File: src/rtl/cnn_pkg.sv
// Shared CNN package: FSM state encodings and the default pixel width.
package cnn_pkg;

  localparam int unsigned DATA_W_DEF = 16;

  typedef enum logic [1:0] {
    ST_IDLE  = 2'd0,
    ST_RUN   = 2'd1,
    ST_FLUSH = 2'd2
  } pool_state_e;

endpackage : cnn_pkg

File: src/rtl/max_data.sv
// Combinational unsigned maximum of two words; ties return the shared value.
module max_data #(
  parameter int unsigned W = 16
) (
  input  logic [W-1:0] i_a,
  input  logic [W-1:0] i_b,
  output logic [W-1:0] o_max
);

  assign o_max = (i_a >= i_b) ? i_a : i_b;

endmodule : max_data

File: src/rtl/maxpool_ctrl.sv
// 2x2 stride-2 max-pool over a raster-order pixel stream, with a valid/ready
// handshake on both sides. Optional macro MAXPOOL_LAST_EN adds out_last,
// which flags the final pooled pixel of a frame.
module maxpool_ctrl
  import cnn_pkg::*;
#(
  parameter int unsigned DATA_W = DATA_W_DEF,
  parameter int unsigned IMG_W  = 24,
  parameter int unsigned IMG_H  = 24
) (
  input  logic              clk,
  input  logic              rst_n,
  input  logic              start,
  output logic              busy,
  output logic              done,
  input  logic              in_valid,
  input  logic [DATA_W-1:0] in_data,
  output logic              in_ready,
  output logic              out_valid,
  output logic [DATA_W-1:0] out_data,
`ifdef MAXPOOL_LAST_EN
  output logic              out_last,
`endif
  input  logic              out_ready
);

  localparam int unsigned COL_W = (IMG_W > 1) ? $clog2(IMG_W) : 1;
  localparam int unsigned ROW_W = (IMG_H > 1) ? $clog2(IMG_H) : 1;
  localparam int unsigned LB_N  = IMG_W / 2;
  localparam int unsigned LB_IW = (LB_N > 1) ? $clog2(LB_N) : 1;

  pool_state_e       r_state;
  logic [COL_W-1:0]  r_col;
  logic [ROW_W-1:0]  r_row;
  logic [DATA_W-1:0] r_hold;
  logic [DATA_W-1:0] r_linebuf [LB_N];
  logic [DATA_W-1:0] r_out_data;
  logic              r_out_valid;
  logic              r_out_last;

  logic              w_in_ready;
  logic              w_accept;
  logic              w_out_hs;
  logic              w_last_px;
  logic              w_lb_wr;
  logic              w_load;
  logic [LB_IW-1:0]  w_lb_idx;
  logic [DATA_W-1:0] w_hmax;
  logic [DATA_W-1:0] w_vmax;

  // Handshake and window-position decode
  assign w_in_ready = (r_state == ST_RUN) && (!r_out_valid || out_ready);
  assign w_accept   = in_valid && w_in_ready;
  assign w_out_hs   = r_out_valid && out_ready;
  assign w_last_px  = (r_row == ROW_W'(IMG_H - 1)) && (r_col == COL_W'(IMG_W - 1));
  assign w_lb_wr    = w_accept && r_col[0] && !r_row[0];
  assign w_load     = w_accept && r_col[0] && r_row[0];
  assign w_lb_idx   = LB_IW'(r_col >> 1);

  assign in_ready  = w_in_ready;
  assign busy      = (r_state != ST_IDLE);
  assign done      = (r_state == ST_FLUSH) && w_out_hs;
  assign out_valid = r_out_valid;
  assign out_data  = r_out_data;
`ifdef MAXPOOL_LAST_EN
  assign out_last  = r_out_last;
`endif

  // Horizontal max of the held even-column pixel and the current odd-column pixel
  max_data #(.W(DATA_W)) u_hmax (
    .i_a   (r_hold),
    .i_b   (in_data),
    .o_max (w_hmax)
  );

  // Vertical max of the stored upper-row pair and the current lower-row pair
  max_data #(.W(DATA_W)) u_vmax (
    .i_a   (r_linebuf[w_lb_idx]),
    .i_b   (w_hmax),
    .o_max (w_vmax)
  );

  // Frame sequencing FSM
  always_ff @(posedge clk or negedge rst_n) begin
    if (!rst_n) begin
      r_state <= ST_IDLE;
    end else begin
      case (r_state)
        ST_IDLE:  if (start) r_state <= ST_RUN;
        ST_RUN:   if (w_accept && w_last_px) r_state <= ST_FLUSH;
        ST_FLUSH: if (w_out_hs) r_state <= ST_IDLE;
        default:  r_state <= ST_IDLE;
      endcase
    end
  end

  // Raster position counters and horizontal holding register
  always_ff @(posedge clk or negedge rst_n) begin
    if (!rst_n) begin
      r_col  <= '0;
      r_row  <= '0;
      r_hold <= '0;
    end else if (r_state == ST_IDLE && start) begin
      r_col <= '0;
      r_row <= '0;
    end else if (w_accept) begin
      if (!r_col[0]) r_hold <= in_data;
      if (r_col == COL_W'(IMG_W - 1)) begin
        r_col <= '0;
        r_row <= (r_row == ROW_W'(IMG_H - 1)) ? '0 : r_row + ROW_W'(1);
      end else begin
        r_col <= r_col + COL_W'(1);
      end
    end
  end

  // Line buffer of upper-row horizontal maxima; always written before read
  always_ff @(posedge clk) begin
    if (w_lb_wr) r_linebuf[w_lb_idx] <= w_hmax;
  end

  // Output register: reloads on a closing pixel, otherwise drains on handshake
  always_ff @(posedge clk or negedge rst_n) begin
    if (!rst_n) begin
      r_out_valid <= 1'b0;
      r_out_data  <= '0;
      r_out_last  <= 1'b0;
    end else if (w_load) begin
      r_out_valid <= 1'b1;
      r_out_data  <= w_vmax;
      r_out_last  <= w_last_px;
    end else if (w_out_hs) begin
      r_out_valid <= 1'b0;
      r_out_last  <= 1'b0;
    end
  end

`ifndef MAXPOOL_LAST_EN
  logic w_unused_last;
  assign w_unused_last = r_out_last;
`endif

endmodule : maxpool_ctrl

File: config.mk
export PLATFORM = sky130hd
export DESIGN_NAME = maxpool_ctrl
export DESIGN_NICKNAME = d
export VERILOG_FILES = /design/src/rtl/cnn_pkg.sv /design/src/rtl/max_data.sv /design/src/rtl/maxpool_ctrl.sv
export SDC_FILE = /design/constraint.sdc
export NUM_CORES = 1
export LEC_CHECK = 0
export ABC_AREA = 1
export ABC_CLOCK_PERIOD_IN_PS = 4700
export CAP_MARGIN = 5
export CORE_UTILIZATION = 61
export DETAILED_ROUTE_END_ITERATION = 16
export GPL_TIMING_DRIVEN = 1
export HOLD_SLACK_MARGIN = 0.05
export PLACE_DENSITY = 0.8
export SYNTH_ARGS = -nofsm -noshare
export SYNTH_HDL_FRONTEND = slang
export SYNTH_SLANG_ARGS = --single-unit
File: constraint.sdc
create_clock -name clk -period 4.7 [get_ports clk]
set_clock_uncertainty 0.2 [all_clocks]
set_input_delay 0.94 -clock clk [delete_from_list [all_inputs] [get_ports clk]]
set_output_delay 0.94 -clock clk [all_outputs]
set_load 0.01 [all_outputs]
* Word-level counts from Yosys, hierarchy flattened
Memory sizes are Yosys's and may differ from the RTL's.
Index checks and enable logic that the tools add are counted.
** Word-level totals
- Bits of input ports :: 21
- Memories kept :: 1
- Output and inout bits :: 20
- Logic and storage cells :: 58
- RAM bits :: 192
- Flip-flop bits (word level) :: 45
** Operators by class
- $lt $le $gt $ge :: 2
- Reductions and logical operators :: 21
- Eq/ne operators :: 7
- Multiplexer cells :: 17
- Bitwise operators :: 2
- Add/sub/neg operators :: 2
** Memories
- r_linebuf :: depth 12, bits a word 16, rd ports 1, clocked after memory_dff 0, wr ports 1, RTL line maxpool_ctrl.sv:36 : logic [DATA_W-1:0] r_linebuf [LB_N];
** Operators with widths (number)
- 5-bit two-way mux :: 7
- 16-bit greater-or-equal comparator :: 2
- 16-bit two-way mux :: 2
- 5-bit by 1-bit adder with 5-bit output (second input constant) :: 2
- 5-bit == test (second input constant) :: 2
- 1-bit logical AND :: 10
- 2-bit nonzero test :: 4
- 2-bit two-way mux :: 3
- 2-bit one-hot mux with 3 select lines :: 1
- 3-bit AND reduction :: 2
- 1-bit two-way mux :: 4
- 2-bit != test (second input constant) :: 2
- 2-bit by 1-bit == test with 1-bit output (second input constant) :: 1
- 2-bit == test (second input constant) :: 1
- 1-bit zero test :: 2
- 2-bit zero test :: 1
- 2-bit by 1-bit != test with 1-bit output (second input constant) :: 1
- 1-bit inverter :: 2
- 2-bit AND reduction :: 1
- 1-bit logical OR :: 1

* Depth between registers and ports, before layout
Gate-level depths: netlist of run 1.
- Depth after elaboration :: 8
- Mapped depth :: 29

* Hierarchy
A second synthesis of run 1 with hierarchy kept.
** Unflattened totals
- Cells, all modules :: 1195
- Area total of the unflattened synthesis :: 11240.8 um^2
** Modules (own cells, without submodules)
- maxpool_ctrl :: sequential area each 6891.6 um^2, area an instance 9857.0 um^2, instances 1, cells an instance 955
- max_data :: sequential area each 0.0 um^2, area an instance 691.9 um^2, instances 2, cells an instance 120

* Worst setup path after synthesis of run 1
Ideal clock, no wire load.
- Kind :: input to register
- Start point :: input in_data[9]
- End point :: register r_out_data[11], in the netlist out_data[11]
- Buffers on the path :: 2
- Arrival time :: 3.742 ns
- Cell stages on the path :: 21
- Slack :: 0.641 ns
- Cell sequence :: inv_1 ha_1 nand2_1 inv_1 o21bai_1 a21oi_1 nor2_2 clkbuf_1 nand3_1 nand2_1 inv_1 ha_1 a21oi_1 o21ai_0 nor2_1 nand3_2 inv_2 buf_2 nand3_1 nand2_1 nand2_1
** On the way
- Longest elaborated chain between the ends :: 4
** Ends and longest elaborated chain
- start: declaration :: RTL line maxpool_ctrl.sv:17 : input logic [DATA_W-1:0] in_data,
- 16-bit greater-or-equal comparator :: RTL line max_data.sv:10 : assign o_max = (i_a >= i_b) ? i_a : i_b;
- 16-bit two-way mux :: RTL line max_data.sv:10
- net u_hmax.o_max[13] :: RTL line max_data.sv:7 : output logic [W-1:0] o_max
- 16-bit greater-or-equal comparator :: RTL line max_data.sv:10
- 16-bit two-way mux :: RTL line max_data.sv:10
- end signal: assignment :: RTL line maxpool_ctrl.sv:130 : r_out_data <= w_vmax;
- end: declaration :: RTL line maxpool_ctrl.sv:37 : logic [DATA_W-1:0] r_out_data;
The timed path passes the listed nets, and every way through them passes these cells.
A chain may end at the register's enable or synchronous reset.

* Worst setup path in the final report of run 1
- Start point :: input in_data[1]
- End point :: register r_out_data[8], in the netlist out_data[8]
The elaborated chain is that of the path after synthesis.

==> impl_metrics.yaml, run 1 <==
outcome:
  outcome: "completed"
sta:
  grt_setup_unrepaired: "false"
  fmax_ghz: 0.250
  final_max_slew_viol_count: 0
  worstMarginPinSlew_ps: 1110
  totalNegativeSetupSlack_ps: 0
  final_period_minus_worst_setup_slack_ps: 4010
  max_slew_margin: 0.262
  final-hold-violation-count: 0
  setup-violations-final: 0
  min_period_over_period: 0.852
route:
  detail_route.first_pass.iterations: 5
  num_vias: 7300
  detail_route.drc_violations: 0
  routed_wire_length_per_instance_um: 19.1
  first_iter_violations: 739
  detail_route.vias_per_cell: 5.82
  routed_wirelength_mm: 24.0
  ant_nets: 0
yosys:
  postSynthAreaPerCell_um2: 11.0
  syn_area_um2: 10400
  synth.area.mux_share: 0
  synth_fa_ha_area_frac: 0.0410
  synth_top_family_by_area: "simple AND/OR/NAND/NOR gates"
  ys_seq_elements: 237
  synthesis.nets: 1000
  ys_async_sr_fraction: 0.190
  synth-xor-area-share: 0.000844
  ys_warn_count: 0
  synth_compound_gate_area_share: 0.0746
  netlist-cell-type-count: 37
  ys_dominant_reg_cell: "sky130_fd_sc_hd__edfxtp_1"
  synth-simple-area-share: 0.173
  synthesis.instances: 945
  synth-seq-area-share: 0.664
  synth-edff-count: 192
clock_tree:
  insertion_delay_ps: 510
  clk_root_buffer_cell: "sky130_fd_sc_hd__clkbuf_16"
  cts_hold_buf: 0
  clock_tree.buffer_depth: 3
  post_cts_resized: 0
  cts.reportedPaths.clkPinSlew_ps: 60
  clock_tree_sinks: 237
  cts.repair_timing.setup_buffer_count: 0
  cts-buffers-inserted: 24
  tritoncts: "built"
  clock_tree.htree_level_count: 1
pwr:
  leakage_nw: 4.89
  power_per_cell_area_nw_per_um2: 707
  peakVddDrop_uv: 613
  power.total_mw: 8.44
global_route:
  vias_in_the_first_global_route: 7097
  grt.total_usage: 0.279
  wire_length_of_the_first_global_routing_pass_mm: 37.2
  initial_antenna_violation_count: 0
  gr-total-overflow: 0
  grt_start_max_net_pins: 50
setup_path:
  crit_fanout: 16
  timing.critical_path.to_type: "flop"
  worstPathRequired_ps: 4930
  crit_type: "input port to flop"
  crit_arrival_ps: 4230
  critical_path.startpoint_type: "input port"
min_path:
  hold_class: "flop to flop"
floorplan:
  die-width_um: 132
  fp-row-count: 47
  design.die.area_um2: 17500
  floorplan.core_area_um2: 16600
  die_h_um: 132
  io_pins: 41
  starting_utilization_of_the_core_area: 0.626
place:
  place_hpwl_mm: 15.0
  place_area_um2: 11200
  gp_routability_congestion: 0.853
  io_buffer_count: 40
run:
  max_cap_violations: 0
layout:
  utilization: 0.720
  area_growth_syn_to_layout_pct: 15.1
  cell_area_after_layout_um2: 11900
  final_layout_size_suffix_gt1_frac: 0.0870
  finalNetCount: 1074
  final.fill_count: 1105
  antenna_cells: 0
[kinds of logic (layout without fill, tap and decap cells)]
family / after synthesis / count (layout)
and+or+nand+nor: 436 / 436
DFF: 237 / 237
AOI/OAI and AO/OA: 122 / 122
buffers and inverters: 115 / 205
adders and majority gates: 34 / 34
xor gates and xnor gates: 1 / 1
[sequential cells by signal, indices dropped and copies added, names as in the netlist]
register / cells
r_state: 2
r_hold: 16
r_col: 5
out_valid: 1
out_data: 16
r_linebuf: 192
r_row: 5
[cells in the mapped netlist (2+ instances only)]
master / n / share of area
sky130_fd_sc_hd__o21ai_0: 13 / 0.0063
sky130_fd_sc_hd__a21oi_1: 48 / 0.023
sky130_fd_sc_hd__buf_2: 15 / 0.0072
sky130_fd_sc_hd__nor2_1: 66 / 0.024
sky130_fd_sc_hd__nand2_1: 288 / 0.10
sky130_fd_sc_hd__inv_1: 77 / 0.028
sky130_fd_sc_hd__ha_1: 34 / 0.041
sky130_fd_sc_hd__clkbuf_1: 13 / 0.0047
sky130_fd_sc_hd__buf_6: 2 / 0.0022
sky130_fd_sc_hd__a21oi_2: 2 / 0.0017
sky130_fd_sc_hd__nand4_1: 23 / 0.014
sky130_fd_sc_hd__dfrtp_1: 45 / 0.11
sky130_fd_sc_hd__a22o_1: 5 / 0.0042
sky130_fd_sc_hd__edfxtp_1: 192 / 0.56
sky130_fd_sc_hd__a22oi_1: 43 / 0.031
sky130_fd_sc_hd__inv_2: 3 / 0.0011
sky130_fd_sc_hd__nor2_2: 4 / 0.0024
sky130_fd_sc_hd__nor3_1: 4 / 0.0019
sky130_fd_sc_hd__a31oi_1: 3 / 0.0018
sky130_fd_sc_hd__nand3_1: 46 / 0.022
sky130_fd_sc_hd__buf_4: 3 / 0.0022
[cell usage in the layout (no fill, tap or decap), types with 5 or more instances in the layout]
cell type	instances
sky130_fd_sc_hd__o21ai_0	13
sky130_fd_sc_hd__edfxtp_1	192
sky130_fd_sc_hd__nand3_1	46
sky130_fd_sc_hd__a21oi_1	48
sky130_fd_sc_hd__nand2_1	288
sky130_fd_sc_hd__inv_1	77
sky130_fd_sc_hd__nor2_1	63
sky130_fd_sc_hd__buf_4	42
sky130_fd_sc_hd__dfrtp_1	45
sky130_fd_sc_hd__a22oi_1	43
sky130_fd_sc_hd__clkbuf_16	25
sky130_fd_sc_hd__clkdlybuf4s50_1	39
sky130_fd_sc_hd__ha_1	34
sky130_fd_sc_hd__a22o_1	5
sky130_fd_sc_hd__clkinv_1	7
sky130_fd_sc_hd__nand4_1	23
[worst paths after layout]
path	start	endpoint	slack, ps	cells after the start
max in group asynchronous	rst_n	r_hold[8]$_DFFE_PN0P_	3260	1
worst max-delay path	in_data[1]	out_data[8]$_DFFE_PN0P_	690	23
worst min register to register	r_row[4]$_DFFE_PN0P_	r_row[4]$_DFFE_PN0P_	300	1
worst min-delay path	r_row[4]$_DFFE_PN0P_	r_row[4]$_DFFE_PN0P_	300	1
worst max register to register	r_col[1]$_DFFE_PN0P_	out_data[8]$_DFFE_PN0P_	1080	17
min in group asynchronous	rst_n	r_row[0]$_DFFE_PN0P_	400	1
[metal layers]
metal / vias up / global-route usage / routed length, µm
met5: - / 0 / 0
met2: 298 / 0.470 / 11800
li1: 3412 / - / -
met4: 0 / 0.110 / 763
met3: 47 / 0.0326 / 1620
met1: 3543 / 0.375 / 9780
[metrics by stage]
step / hold WS, ps / cells / setup slack [ps]
after CTS: 290 / 1255 / 714
final: 301 / 1255 / 694
after detailed placement: 282 / 1213 / 224
after global placement: 265 / 1213 / 289
after floorplan: 254 / 945 / 641
after global routing: 309 / 1255 / 433
[final cells by class]
| cell class | instances | area, µm² | area share |
|---|---|---|---|
| clock inverters | 12 | 76.3 | 0.00639 |
| flip-flops and latches | 237 | 6890 | 0.577 |
| well taps | 220 | 275 | 0.0230 |
| multi-input cells | 593 | 3030 | 0.254 |
| inverters | 81 | 307 | 0.0257 |
| repair buffers | 82 | 711 | 0.0595 |
| clock buffers | 30 | 654 | 0.0548 |
[report_power, final]
group	switching (mW)	leakage (nW)	internal [mW]
registers	0.173	2.28	2.90
logic	2.40	2.25	1.19
clock network	0.744	0.361	1.03
total	3.32	4.89	5.12
[worst max-delay path: stages]
cell and delay (ps):
sky130_fd_sc_hd__clkdlybuf4s50_1 500, sky130_fd_sc_hd__inv_1 70, sky130_fd_sc_hd__ha_1 300, sky130_fd_sc_hd__nand2_1 70, sky130_fd_sc_hd__nand3_1 140, sky130_fd_sc_hd__nand2_1 90, sky130_fd_sc_hd__nand2_1 70, sky130_fd_sc_hd__nand2_1 70
sky130_fd_sc_hd__nand2_1 40, sky130_fd_sc_hd__nand2_1 70, sky130_fd_sc_hd__buf_4 200, sky130_fd_sc_hd__nand3_1 120, sky130_fd_sc_hd__nand2_1 120, sky130_fd_sc_hd__inv_1 50, sky130_fd_sc_hd__ha_1 300, sky130_fd_sc_hd__a21o_1 160
sky130_fd_sc_hd__nor2_1 140, sky130_fd_sc_hd__nand2_1 80, sky130_fd_sc_hd__nand2_1 70, sky130_fd_sc_hd__nand3_2 90, sky130_fd_sc_hd__inv_2 240, sky130_fd_sc_hd__nand3_1 120, sky130_fd_sc_hd__a21oi_1 170
Power figures use the tool's default switching activity.
==> inputs of run 2 (changes only) <==
- PLACE_DENSITY: 0.8 -> 0.9
==> impl_metrics.yaml, run 2 (synthesized netlist as in run 1, its figures left out) <==
global_route:
  wire_length_of_the_first_global_routing_pass_mm: 39.0
  grt.total_usage: 0.291
  grt_start_max_net_pins: 50
  initial_antenna_violation_count: 0
  vias_in_the_first_global_route: 7528
  gr-total-overflow: 0
clock_tree:
  clock_tree.htree_level_count: 1
  cts.repair_timing.setup_buffer_count: 0
  cts.reportedPaths.clkPinSlew_ps: 60
  tritoncts: "built"
  clock_tree.buffer_depth: 3
  insertion_delay_ps: 510
  clock_tree_sinks: 237
  cts-buffers-inserted: 24
  cts_hold_buf: 0
  clk_root_buffer_cell: "sky130_fd_sc_hd__clkbuf_16"
  post_cts_resized: 0
run:
  max_cap_violations: 0
setup_path:
  critical_path.top_delay_family: "simple AND/OR/NAND/NOR gates"
  crit_fanout: 16
  timing.critical_path.to_type: "flop"
  crit_type: "input port to flop"
  timing.critical_path.slowest_cell_delay_ps: 480
  rrSetupSlack_ps: 750
  critPathSlowestCell: "sky130_fd_sc_hd__clkdlybuf4s50_1"
  critical_path_cell_count: 21
  critical_path.startpoint_type: "input port"
  timing.critical_path.mode_cell: "sky130_fd_sc_hd__nand2_1"
  crit_chain: "clkdlybuf4s50_1, inv_1, ha_1, a21oi_1, nand2_1, nand2_1, nand2_1, nand2_1, nand2_1, buf_4, nand2_1, nand2_1, ha_1, nand2_1, nor2_1, nand4_1, nand2b_1, nand3_2, buf_4, a21oi_1, a21oi_1"
  worst_r2r_path_depth: 16
  worstPathRequired_ps: 4930
  crit_arrival_ps: 4330
  worst-path-buf-inv: 4
min_path:
  hold_class: "flop to flop"
  hold_path_depth: 1
sta:
  min_period_over_period: 0.874
  final-hold-violation-count: 0
  final_max_slew_viol_count: 0
  final_period_minus_worst_setup_slack_ps: 4110
  max_slew_margin: 0.215
  worstMarginPinSlew_ps: 1180
  fmax_ghz: 0.244
  setup-violations-final: 0
  totalNegativeSetupSlack_ps: 0
  grt_setup_unrepaired: "false"
floorplan:
  io_pins: 41
  die-width_um: 132
  starting_utilization_of_the_core_area: 0.626
  floorplan.core_area_um2: 16600
  die_h_um: 132
  design.die.area_um2: 17500
  fp-row-count: 47
place:
  io_buffer_count: 40
  gp_routability_congestion: 0.912
  place_hpwl_mm: 15.2
route:
  detail_route.drc_violations: 0
  first_iter_violations: 821
  num_vias: 7549
  routed_wire_length_per_instance_um: 19.8
  detail_route.first_pass.iterations: 5
  detail_route.vias_per_cell: 6.02
  routed_wirelength_mm: 24.8
  ant_nets: 0
layout:
  antenna_cells: 0
  final.fill_count: 1014
  max_flop_register: "r_linebuf"
  finalNetCount: 1071
  multiInputGateArea_um2: 3030
  final_cell_mix: "sky130_fd_sc_hd__nand2_1, sky130_fd_sc_hd__edfxtp_1, sky130_fd_sc_hd__inv_1"
  area.sequential_um2: 6890
  layout_commonest_cell: "sky130_fd_sc_hd__nand2_1"
  area_growth_syn_to_layout_pct: 16.1
  final_layout_size_suffix_gt1_frac: 0.0929
  largest_register_ffs: 192
outcome:
  outcome: "completed"
pwr:
  leakage_nw: 4.93
  power_per_cell_area_nw_per_um2: 727
  peakVddDrop_uv: 588
  power.total_mw: 8.76
==> run 2: changes by cell type in the layout (fill, tap and decap cells not counted), sizes merged <==
cell / before / now
buf: 43 / 40
bufinv: 1 / 4
clkbuf: 30 / 33
clkinv: 11 / 5
clkinvlp: 0 / 1
==> run 2: power breakdown <==
part | switching (mW) | internal (mW)
clock | 0.763 | 1.24
sequential | 0.218 | 2.90
combinational | 2.44 | 1.20
==> run 2: worst reg2reg max path, stage by stage (launching register included) <==
cell and delay [ps]:
sky130_fd_sc_hd__dfrtp_1 710, sky130_fd_sc_hd__nor2_2 690, sky130_fd_sc_hd__inv_1 470, sky130_fd_sc_hd__nor2_1 260, sky130_fd_sc_hd__nor2_1 110, sky130_fd_sc_hd__inv_1 70, sky130_fd_sc_hd__ha_1 240, sky130_fd_sc_hd__nand2_1 80
sky130_fd_sc_hd__a21oi_1 60, sky130_fd_sc_hd__nor2_1 170, sky130_fd_sc_hd__nand2_1 80, sky130_fd_sc_hd__nand2_1 70, sky130_fd_sc_hd__nand3_2 90, sky130_fd_sc_hd__inv_2 250, sky130_fd_sc_hd__nand3_1 120, sky130_fd_sc_hd__nand3_1 100
sky130_fd_sc_hd__nand2_1 70
==> run 2: path summary, 6_finish.rpt <==
| kind | to | startpoint |
|---|---|---|
| max | out_data[6]$_DFFE_PN0P_ | in_data[3] |
| min | r_row[4]$_DFFE_PN0P_ | r_row[4]$_DFFE_PN0P_ |
| max reg2reg | out_data[15]$_DFFE_PN0P_ | r_col[4]$_DFFE_PN0P_ |
| min reg2reg | r_row[4]$_DFFE_PN0P_ | r_row[4]$_DFFE_PN0P_ |
| max in group asynchronous | out_data[8]$_DFFE_PN0P_ | rst_n |
| min in group asynchronous | r_state[1]$_DFFE_PN0P_ | rst_n |
==> run 2: layout make-up <==
type                            instances  share of cell area
Sequential cell                       237               0.572
Multi-Input combinational cell        593               0.252
Timing Repair Buffer                   79              0.0582
Clock buffer                           33              0.0568
Inverter                               81              0.0255
Tap cell                              220              0.0229
Clock inverter                         10              0.0130
==> run 2: per-layer routing <==
metal	GRT usage	routed length [µm]	part of all wire
met5	0	0	0
met4	0.126	941	0.038
met3	0.0441	2000	0.080
met2	0.499	12500	0.50
met1	0.371	9400	0.38
==> run 2: per-stage QoR <==
step	setup WS (ps)	instances	util	area, µm²	hold slack (ps)
after global placement	317	1210	0.676	11200	268
after global routing	312	1253	0.726	12000	317
after CTS	719	1253	0.726	12000	287
after detailed placement	253	1210	0.676	11200	276
final	593	1253	0.726	12000	286
after floorplan	641	945	-	10400	254
